## src/rtl/core_lsu.sv

```systemverilog
// Load/store unit for the M stage: in-order store buffer that drains in the
// background, store-to-load forwarding, and a three-state memory port FSM.
module core_lsu #(
    parameter int DATA_W = 8,
    parameter int ADDR_W = 16,
    parameter int DEPTH  = 4,
    parameter int CNT_W  = $clog2(DEPTH) + 1
) (
    input  logic              clk,
    input  logic              reset,
    input  logic              req_valid,
    input  logic              req_is_st,
    input  logic [ADDR_W-1:0] req_addr,
    input  logic [DATA_W-1:0] req_data,
    output logic              req_accept,
    output logic              ld_valid,
    output logic [DATA_W-1:0] ld_data,
    output logic              drained,
    output logic [CNT_W-1:0]  sb_count,
    input  logic [DATA_W-1:0] rd_data_M,
    input  logic              ready_M,
    output logic [DATA_W-1:0] wr_data_M,
    output logic [ADDR_W-1:0] addr_M,
    output logic [1:0]        enable_M
);

    localparam int PTR_W = $clog2(DEPTH);

    typedef enum logic [1:0] {
        IDLE    = 2'd0,
        ST_WAIT = 2'd1,
        LD_WAIT = 2'd2
    } port_state_t;

    port_state_t state, next_state;

    logic [ADDR_W-1:0] sb_addr [DEPTH];
    logic [DATA_W-1:0] sb_data [DEPTH];
    logic [PTR_W-1:0]  head, tail;
    logic [CNT_W-1:0]  count;

    logic              sb_full;
    logic              ld_req, st_req;
    logic              ld_hit, ld_miss;
    logic [DATA_W-1:0] hit_data;
    logic              port_rd, port_wr;
    logic              push, pop;
    logic              ld_hit_done, ld_mem_done;

    assign sb_full = (count == CNT_W'(DEPTH));
    assign ld_req  = req_valid & ~req_is_st;
    assign st_req  = req_valid &  req_is_st;

    // Scan oldest to youngest so the youngest matching store supplies the data
    always_comb begin : hit_scan
        logic [PTR_W-1:0] idx;
        idx      = '0;
        ld_hit   = 1'b0;
        hit_data = '0;
        for (int k = 0; k < DEPTH; k++) begin
            idx = head + PTR_W'(k);
            if ((CNT_W'(k) < count) && (sb_addr[idx] == req_addr)) begin
                ld_hit   = 1'b1;
                hit_data = sb_data[idx];
            end
        end
    end

    assign ld_miss = ld_req & ~ld_hit;

    always_ff @(posedge clk) begin
        if (reset) begin
            state <= IDLE;
        end else begin
            state <= next_state;
        end
    end

    always_comb begin
        next_state = state;
        case (state)
            IDLE: begin
                if (port_rd && !ready_M) begin
                    next_state = LD_WAIT;
                end else if (port_wr && !ready_M) begin
                    next_state = ST_WAIT;
                end
            end
            ST_WAIT: if (ready_M) next_state = IDLE;
            LD_WAIT: if (ready_M) next_state = IDLE;
            default: next_state = IDLE;
        endcase
    end

    // Load misses take the idle port ahead of buffered stores; a started access is held
    always_comb begin
        enable_M  = 2'b00;
        addr_M    = '0;
        wr_data_M = sb_data[head];
        case (state)
            IDLE: begin
                if (ld_miss) begin
                    enable_M = 2'b01;
                    addr_M   = req_addr;
                end else if (count != '0) begin
                    enable_M = 2'b10;
                    addr_M   = sb_addr[head];
                end
            end
            ST_WAIT: begin
                enable_M = 2'b10;
                addr_M   = sb_addr[head];
            end
            LD_WAIT: begin
                enable_M = 2'b01;
                addr_M   = req_addr;
            end
            default: enable_M = 2'b00;
        endcase
        if (reset) begin
            enable_M = 2'b00;
        end
    end

    assign port_rd     = (enable_M == 2'b01);
    assign port_wr     = (enable_M == 2'b10);
    assign ld_mem_done = port_rd & ready_M;
    assign pop         = port_wr & ready_M;
    assign ld_hit_done = ld_req & ld_hit & ~reset;
    assign push        = st_req & ~sb_full & ~reset;
    assign req_accept  = push | ld_hit_done | ld_mem_done;

    always_ff @(posedge clk) begin
        if (reset) begin
            head  <= '0;
            tail  <= '0;
            count <= '0;
        end else begin
            if (push) tail <= tail + 1'b1;
            if (pop)  head <= head + 1'b1;
            case ({push, pop})
                2'b10:   count <= count + 1'b1;
                2'b01:   count <= count - 1'b1;
                default: count <= count;
            endcase
        end
    end

    always_ff @(posedge clk) begin
        if (push) begin
            sb_addr[tail] <= req_addr;
            sb_data[tail] <= req_data;
        end
    end

    always_ff @(posedge clk) begin
        if (reset) begin
            ld_valid <= 1'b0;
            ld_data  <= '0;
        end else begin
            ld_valid <= ld_hit_done | ld_mem_done;
            if (ld_hit_done) begin
                ld_data <= hit_data;
            end else if (ld_mem_done) begin
                ld_data <= rd_data_M;
            end
        end
    end

    assign sb_count = count;
    assign drained  = (count == '0) && (state == IDLE);

endmodule

```

## config.mk

```make
export PLATFORM = sky130hd
export DESIGN_NAME = core_lsu
export DESIGN_NICKNAME = d
export VERILOG_FILES = /design/src/rtl/core_lsu.sv
export SDC_FILE = /design/constraint.sdc
export NUM_CORES = 1
export LEC_CHECK = 0
export ABC_AREA = 1
export CAP_MARGIN = 20
export CORE_UTILIZATION = 40
export CTS_CLUSTER_DIAMETER = 120
export DETAILED_ROUTE_END_ITERATION = 7
export RECOVER_POWER = 50
export SLEW_MARGIN = 20
export SYNTH_ARGS = -nofsm -noshare
export SYNTH_HDL_FRONTEND = slang
export SYNTH_SLANG_ARGS = --single-unit
```

## constraint.sdc

```tcl
create_clock -name clk -period 8.3 [get_ports clk]
set_clock_uncertainty 0.15 [all_clocks]
set_input_delay 1.66 -clock clk [delete_from_list [all_inputs] [get_ports clk]]
set_output_delay 1.66 -clock clk [all_outputs]
set_load 0.01 [all_outputs]
```

==> results of run 1 <==
through the flow:
stage / power (uW) / cells / hold WS [ps] / worst slack [ps]
CTS: 1822 / 1712 / 327.4 / 1138
global route: 1894 / 1712 / 353.5 / 750.2
global placement: 1093 / 1680 / 311.4 / 1146
floorplan: 924.5 / 1366 / 327.4 / 3065
finish: 1816 / 1712 / 325.7 / 1007
detailed placement: 1094 / 1680 / 321.0 / 1146
worst min-delay path: cells and delay by family (launching register included):
| kind | cells | cell delay (ps) |
|---|---|---|
| DFF | 1 | 310 |
| and+or+nand+nor | 2 | 130 |
layout make-up:
type,instances,area (sq um),area share
multi-input cells,1102,4941,0.4767
flip-flops and latches,116,3288,0.3172
repair buffers,91,865.8,0.08353
clock buffers,17,425.4,0.04104
well taps,280,350.3,0.03380
inverters,91,346.6,0.03344
clock inverters,15,147.6,0.01424
cell usage in the layout (no fill, tap or decap), types with 6 or more instances in the layout:
cell and count:
buf_4 13, clkbuf_16 17, dlygate4sd3_1 38, nand2_1 676
nor3_1 9, inv_1 82, clkdlybuf4s50_1 38, dfxtp_1 18
nor2_1 85, ha_1 13, xor2_1 13, edfxtp_1 96
nand2_2 8, o21ai_0 67, o211ai_1 6, a21oi_1 38
a22oi_1 8, nand4_1 16, nand3_1 107
cells by family (layout without fill, tap and decap cells):
logic type | count (synthesis) | in the layout | synth area share
XOR/XNOR | 13 | 13 | 0.01280
AO/OA/AOI/OAI | 149 | 149 | 0.09802
adder cells (fa/ha/maj) | 13 | 13 | 0.01828
buffers and inverters | 148 | 214 | 0.07678
flip-flops | 116 | 116 | 0.3690
AND/OR/NAND/NOR | 927 | 927 | 0.4251
power by group through the flow:
stage | sequential [uW] | clock [uW] | combinational, uW
after floorplan | 663 | 0 | 262
after global placement | 667 | 0 | 426
after detailed placement | 667 | 0 | 426
after CTS | 655 | 739 | 429
after global routing | 656 | 766 | 472
final | 655 | 732 | 430
per-layer routing:
metal / track usage / routed length, um / vias up
li1: - / - / 4542
met1: 0.4036 / 14580 / 4183
met2: 0.4381 / 13840 / 367
met3: 0.06386 / 2500 / 49
met4: 0.08850 / 650 / 0
met5: 0 / 0 / -
flip-flops by register name, summed over array words and instances, names as in the netlist, named ones only:
register,cells
tail,2
state,2
head,2
sb_addr,64
ld_data,8
sb_data,32
ld_valid,1
sb_count,3
worst max-delay path by stage:
stage | from | endpoint | slack (ps) | cells after the start
2_1_floorplan | req_addr[14] | addr_M[0] | 3070 | 18
3_3_place_gp | req_addr[14] | addr_M[3] | 1150 | 19
3_5_place_dp | req_addr[14] | addr_M[3] | 1150 | 19
4_1_cts | req_addr[14] | addr_M[3] | 1140 | 19
5_1_grt | req_addr[14] | addr_M[3] | 750 | 19
6_report | req_addr[14] | addr_M[3] | 1010 | 19
==> impl_metrics.tcl, run 1 <==
set metrics [dict create \
    cpLargestDelayFamily "buffers and inverters" \
    vdd_drop_max_v 0.0001368 \
    reg2reg_slack_ps 3580 \
    antenna_found_initial 0 \
    min-delay-start "ld_data[2]$_SDFFE_PP0P_" \
    hold_viol 0 \
    core_area_sq_um 21820 \
    p_comb_frac 0.237 \
    num_rows 54 \
    yosysMostFrequentCell "nand2_1" \
    slew_headroom -0.4523 \
    switchingPower_uw 607.7 \
    ys_seq_area_frac 0.3690 \
    via_per_inst 5.339 \
    ys.warnings.count 0 \
    path_max_fanout 15 \
    cts_root_buf "clkbuf_16" \
    clk_latency_ps 430 \
    crit_buf_inv 6 \
    synth_async_sr_flop_share 0 \
    dp_hpwl_um 22690 \
    grt_pass1_vias 8334 \
    rsz0062_at_grt "false" \
    die_h_um 151.1 \
    cts_buffer_depth 2 \
    min_period_ps 7293 \
    ant_nets 0 \
    layout.nets 1469 \
    grt_max_degree 59 \
    powerDensity_nw_per_um2 175.2 \
    synth-seq-cells 116 \
    arrival_ps 5480 \
    critPathKind "input pin to output port" \
    hold_end "ld_data[2]$_SDFFE_PP0P_" \
    end_kind "output port" \
    cts_tree "done" \
    grt_remaining_overflow 0 \
    htree_levels 4 \
    synth.area.top_cells "edfxtp_1 (32%), nand2_1 (29%), nand3_1 (6.0%), dfxtp_1 (4.5%), o21ai_0 (3.8%)" \
    netlist.area_leader.share 0.3240 \
    yosysTopAreaCell "edfxtp_1" \
    violations "max-capacitance violations, max-slew violations" \
    grt_pass1_wl_um 47870 \
    die_w_um 151.1 \
    worstPathRequired_ps 6490 \
    swShare 0.3346 \
    tightest_slew_ps 2178 \
    cts.clk_slew.worst_paths_ps 60 \
    final_area_sq_um 10360 \
    startpoint_type "input pin" \
    gp_congestion 0.9869 \
    port_buffers 76 \
    slowest_delay_ps 830 \
    drt_iter0_drc 723 \
    cts.hold.buffers_added 0 \
    grt_usage 0.2876 \
    p_clk_frac 0.403 \
    n_antenna_cell 0 \
    clock-sinks 116 \
    dieArea_sq_um 22840 \
    seqPwrFrac 0.361 \
    setup_tns_ps 0 \
    period_share 0.8787 \
    avgSynthCellArea_sq_um 6.513 \
    path_common_cell "nand2_1" \
    hold_path_depth 2 \
    intPower_uw 1209 \
    outcome "finished with violations" \
    ys_types 45 \
    synth_edf_count 96 \
    ys.flop_type "edfxtp_1" \
    fmax_ghz 0.1371 \
    tritoncts.num_buffers 17 \
    reg2reg_to "sb_count[2]$_SDFFE_PP0P_" \
    fin_util 0.4749 \
    hp-class "register to register" \
    netlist_top_cells_count "nand2_1 (676), nand3_1 (107), edfxtp_1 (96)" \
    worst_path_max_delay_cell "dlygate4sd3_1" \
    drv_cap 2 \
    synth_cells 1366 \
    drc_errors 0 \
    ios 77 \
    firstDrtPassIters 5 \
    synth.cell_area_sq_um 8897 \
    rr_worst_depth 23 \
    synthesis.nets 1416 \
    postCtsResizedCells 0 \
    cts_setup_buffers 0 \
    p_leak_uw 0.004899 \
    crit-reg2reg-launch "head[0]$_SDFFE_PP0P_" \
    wl_per_cell_um 18.44 \
    fillers 2265 \
    setup_viol 0 \
    initial_core_util 0.4077 \
    drv_slew 50 \
    drive_above_1_share 0.05517 \
    area_growth_syn_to_layout_pct 16.50 \
    drt-total-wl_um 31560 \
    dpl_cell_area_sq_um 9799 \
    dr_total_vias 9141 \
    crit_chain "dlygate4sd3_1, inv_1, nand3_1, nand2_1, nor2_1, nand2_1, nor2_1, nand3_2, nand2_2, nor2_4, nand2_1, nand2_1, inv_1, nor2_1, inv_1, buf_4, nand3_1, a21oi_1, clkdlybuf4s50_1" \
]
Power figures use the tool's default switching activity.
==> run 2: changes to the inputs <==
Settings changed: CORE_UTILIZATION 40 to 29.
==> run 2 against run 1 <==
Net effect: the run still ends with max-capacitance violations, max-slew violations left; non-clock buffer count up 1; register-to-register slack worse by 170 ps; combinational power about the same; cell area up 1.6%; sequential share of layout area down 0.52 points; largest cell class unchanged; largest power group unchanged.
==> impl_metrics.tcl, run 2 (synthesis gave the netlist of run 1 again) <==
set metrics [dict create \
    outcome "finished with violations" \
    cts_root_buf "clkbuf_16" \
    top_register "sb_addr" \
    final_cell_mix "nand2_1 (676), nand3_1 (107), edfxtp_1 (96)" \
    hold_viol 0 \
    drv_cap 2 \
    crit_chain "dlygate4sd3_1, inv_1, nand3_1, nand2_1, nor2_1, nand2_1, nor2_1, nand3_2, nand2_2, nor2_4, nand2_1, nand2_1, inv_1, nor2_1, inv_1, buf_4, nand3_1, a21oi_1, clkdlybuf4s50_1" \
    end_kind "output port" \
    slowest_delay_ps 900 \
    cpLargestDelayFamily "buffers and inverters" \
    num_rows 63 \
    largest_register_ffs 64 \
    grt_remaining_overflow 0 \
    n_antenna_cell 0 \
    die_w_um 177.2 \
    arrival_ps 5570 \
    ant_nets 0 \
    startpoint_type "input pin" \
    wl_per_cell_um 17.74 \
    drt-total-wl_um 32350 \
    swShare 0.3276 \
    p_comb_frac 0.234 \
    postCtsResizedCells 0 \
    setup_tns_ps 0 \
    grt_max_degree 51 \
    slew_headroom -0.3651 \
    fmax_ghz 0.1355 \
    layout.nets 1470 \
    die_h_um 177.2 \
    core_area_sq_um 29870 \
    powerDensity_nw_per_um2 174.8 \
    seqPwrFrac 0.355 \
    cts.hold.buffers_added 0 \
    drive_above_1_share 0.05583 \
    p_leak_uw 0.004910 \
    grt_usage 0.2101 \
    critPathKind "input pin to output port" \
    cts_tree "done" \
    dp_hpwl_um 23710 \
    grt_pass1_wl_um 49500 \
    drc_errors 0 \
    dieArea_sq_um 31380 \
    vdd_drop_max_v 0.0001189 \
    layout_commonest_cell "nand2_1" \
    initial_core_util 0.2978 \
    firstDrtPassIters 5 \
    grt_pass1_vias 8477 \
    tritoncts.num_buffers 17 \
    violations "max-capacitance violations, max-slew violations" \
    worstPathRequired_ps 6490 \
    rsz0062_at_grt "false" \
    finalNonFillerCells 1823 \
    antenna_found_initial 0 \
    fin_util 0.3524 \
    place_ws_ps 1028 \
    drt_iter0_drc 923 \
    top_regs "sb_addr: 64 flops, sb_data: 32 flops, ld_data: 8 flops" \
    p_clk_frac 0.411 \
    gp_congestion 1.008 \
    ios 77 \
    setup_viol 0 \
    htree_levels 4 \
    hp-class "register to register" \
    cts_buffer_depth 2 \
    period_share 0.8889 \
    tightest_slew_ps 2048 \
    min_period_ps 7378 \
    intPower_uw 1238 \
    crit_buf_inv 6 \
    via_per_inst 4.993 \
    port_buffers 76 \
    dp_cells 1791 \
    switchingPower_uw 603.1 \
    clock-sinks 116 \
    cts_setup_buffers 0 \
    worst_path_max_delay_cell "dlygate4sd3_1" \
    holdWs_ps 317.3 \
    path_max_fanout 15 \
    drv_slew 50 \
    fin_ws_ps 921.9 \
    area_growth_syn_to_layout_pct 18.34 \
    dr_total_vias 9103 \
    clk_latency_ps 440 \
    path_common_cell "nand2_1" \
    cts.clk_slew.worst_paths_ps 60 \
]
-- run 2: cell types whose count changed in the layout (fill, tap and decap cells not counted), sizes merged --
| cell | delta |
|---|---|
| buf | +1 |
| clkinvlp | +1 |
| bufinv | +1 |
| clkinv | -2 |
-- run 2: final timing paths --
kind	from	end	slack, ps	cells past startpoint
worst max-delay path	req_addr[14]	addr_M[2]	920	19
worst min-delay path	ld_data[1]$_SDFFE_PP0P_	ld_data[1]$_SDFFE_PP0P_	320	2
worst max register to register	head[1]$_SDFFE_PP0P_	sb_count[2]$_SDFFE_PP0P_	3410	23
worst min register to register	ld_data[1]$_SDFFE_PP0P_	ld_data[1]$_SDFFE_PP0P_	320	2
-- run 2: power by group through the flow --
| stage | combinational [uW] | clock, uW | sequential (uW) |
|---|---|---|---|
| 6_report | 431 | 756 | 653 |
| 5_1_grt | 475 | 788 | 654 |
| 4_1_cts | 432 | 764 | 653 |
| 3_5_place_dp | 430 | 0 | 665 |
| 3_3_place_gp | 428 | 0 | 665 |
| 2_1_floorplan | 262 | 0 | 663 |
-- run 2: routing by layer --
layer	global-route usage	wire length (um)	vias up
met5	0	0	-
met4	0.06932	677	0
met3	0.02792	1840	44
met2	0.3315	14570	307
met1	0.2932	15260	4208
li1	-	-	4544
-- run 2: cell type report --
class | instances | area [sq um]
fill | 3154 | 19350
multi-input combinational | 1102 | 4941
sequential | 116 | 3286
timing repair buffer | 92 | 873.3
tap | 390 | 488.0
clock buffer | 17 | 425.4
inverter | 91 | 346.6
clock inverter | 15 | 168.9
-- run 2: tightest hold or removal path, delay by kind of cell (launching register included) --
family | cells | cell delay [ps]
flops | 1 | 310
simple gates | 2 | 120
-- run 2: through the flow --
stage	cell area, sq um	power (uW)
after floorplan	8897	924.5
after global placement	9942	1093
after detailed placement	9942	1095
after CTS	10540	1848
after global routing	10530	1917
final	10530	1841
==> run 3: changes to the inputs <==
Settings changed: CTS_CLUSTER_DIAMETER 120 to 100.
==> results of run 3 <==
No change in the layout: final DEF, timing and power equal those of run 2.
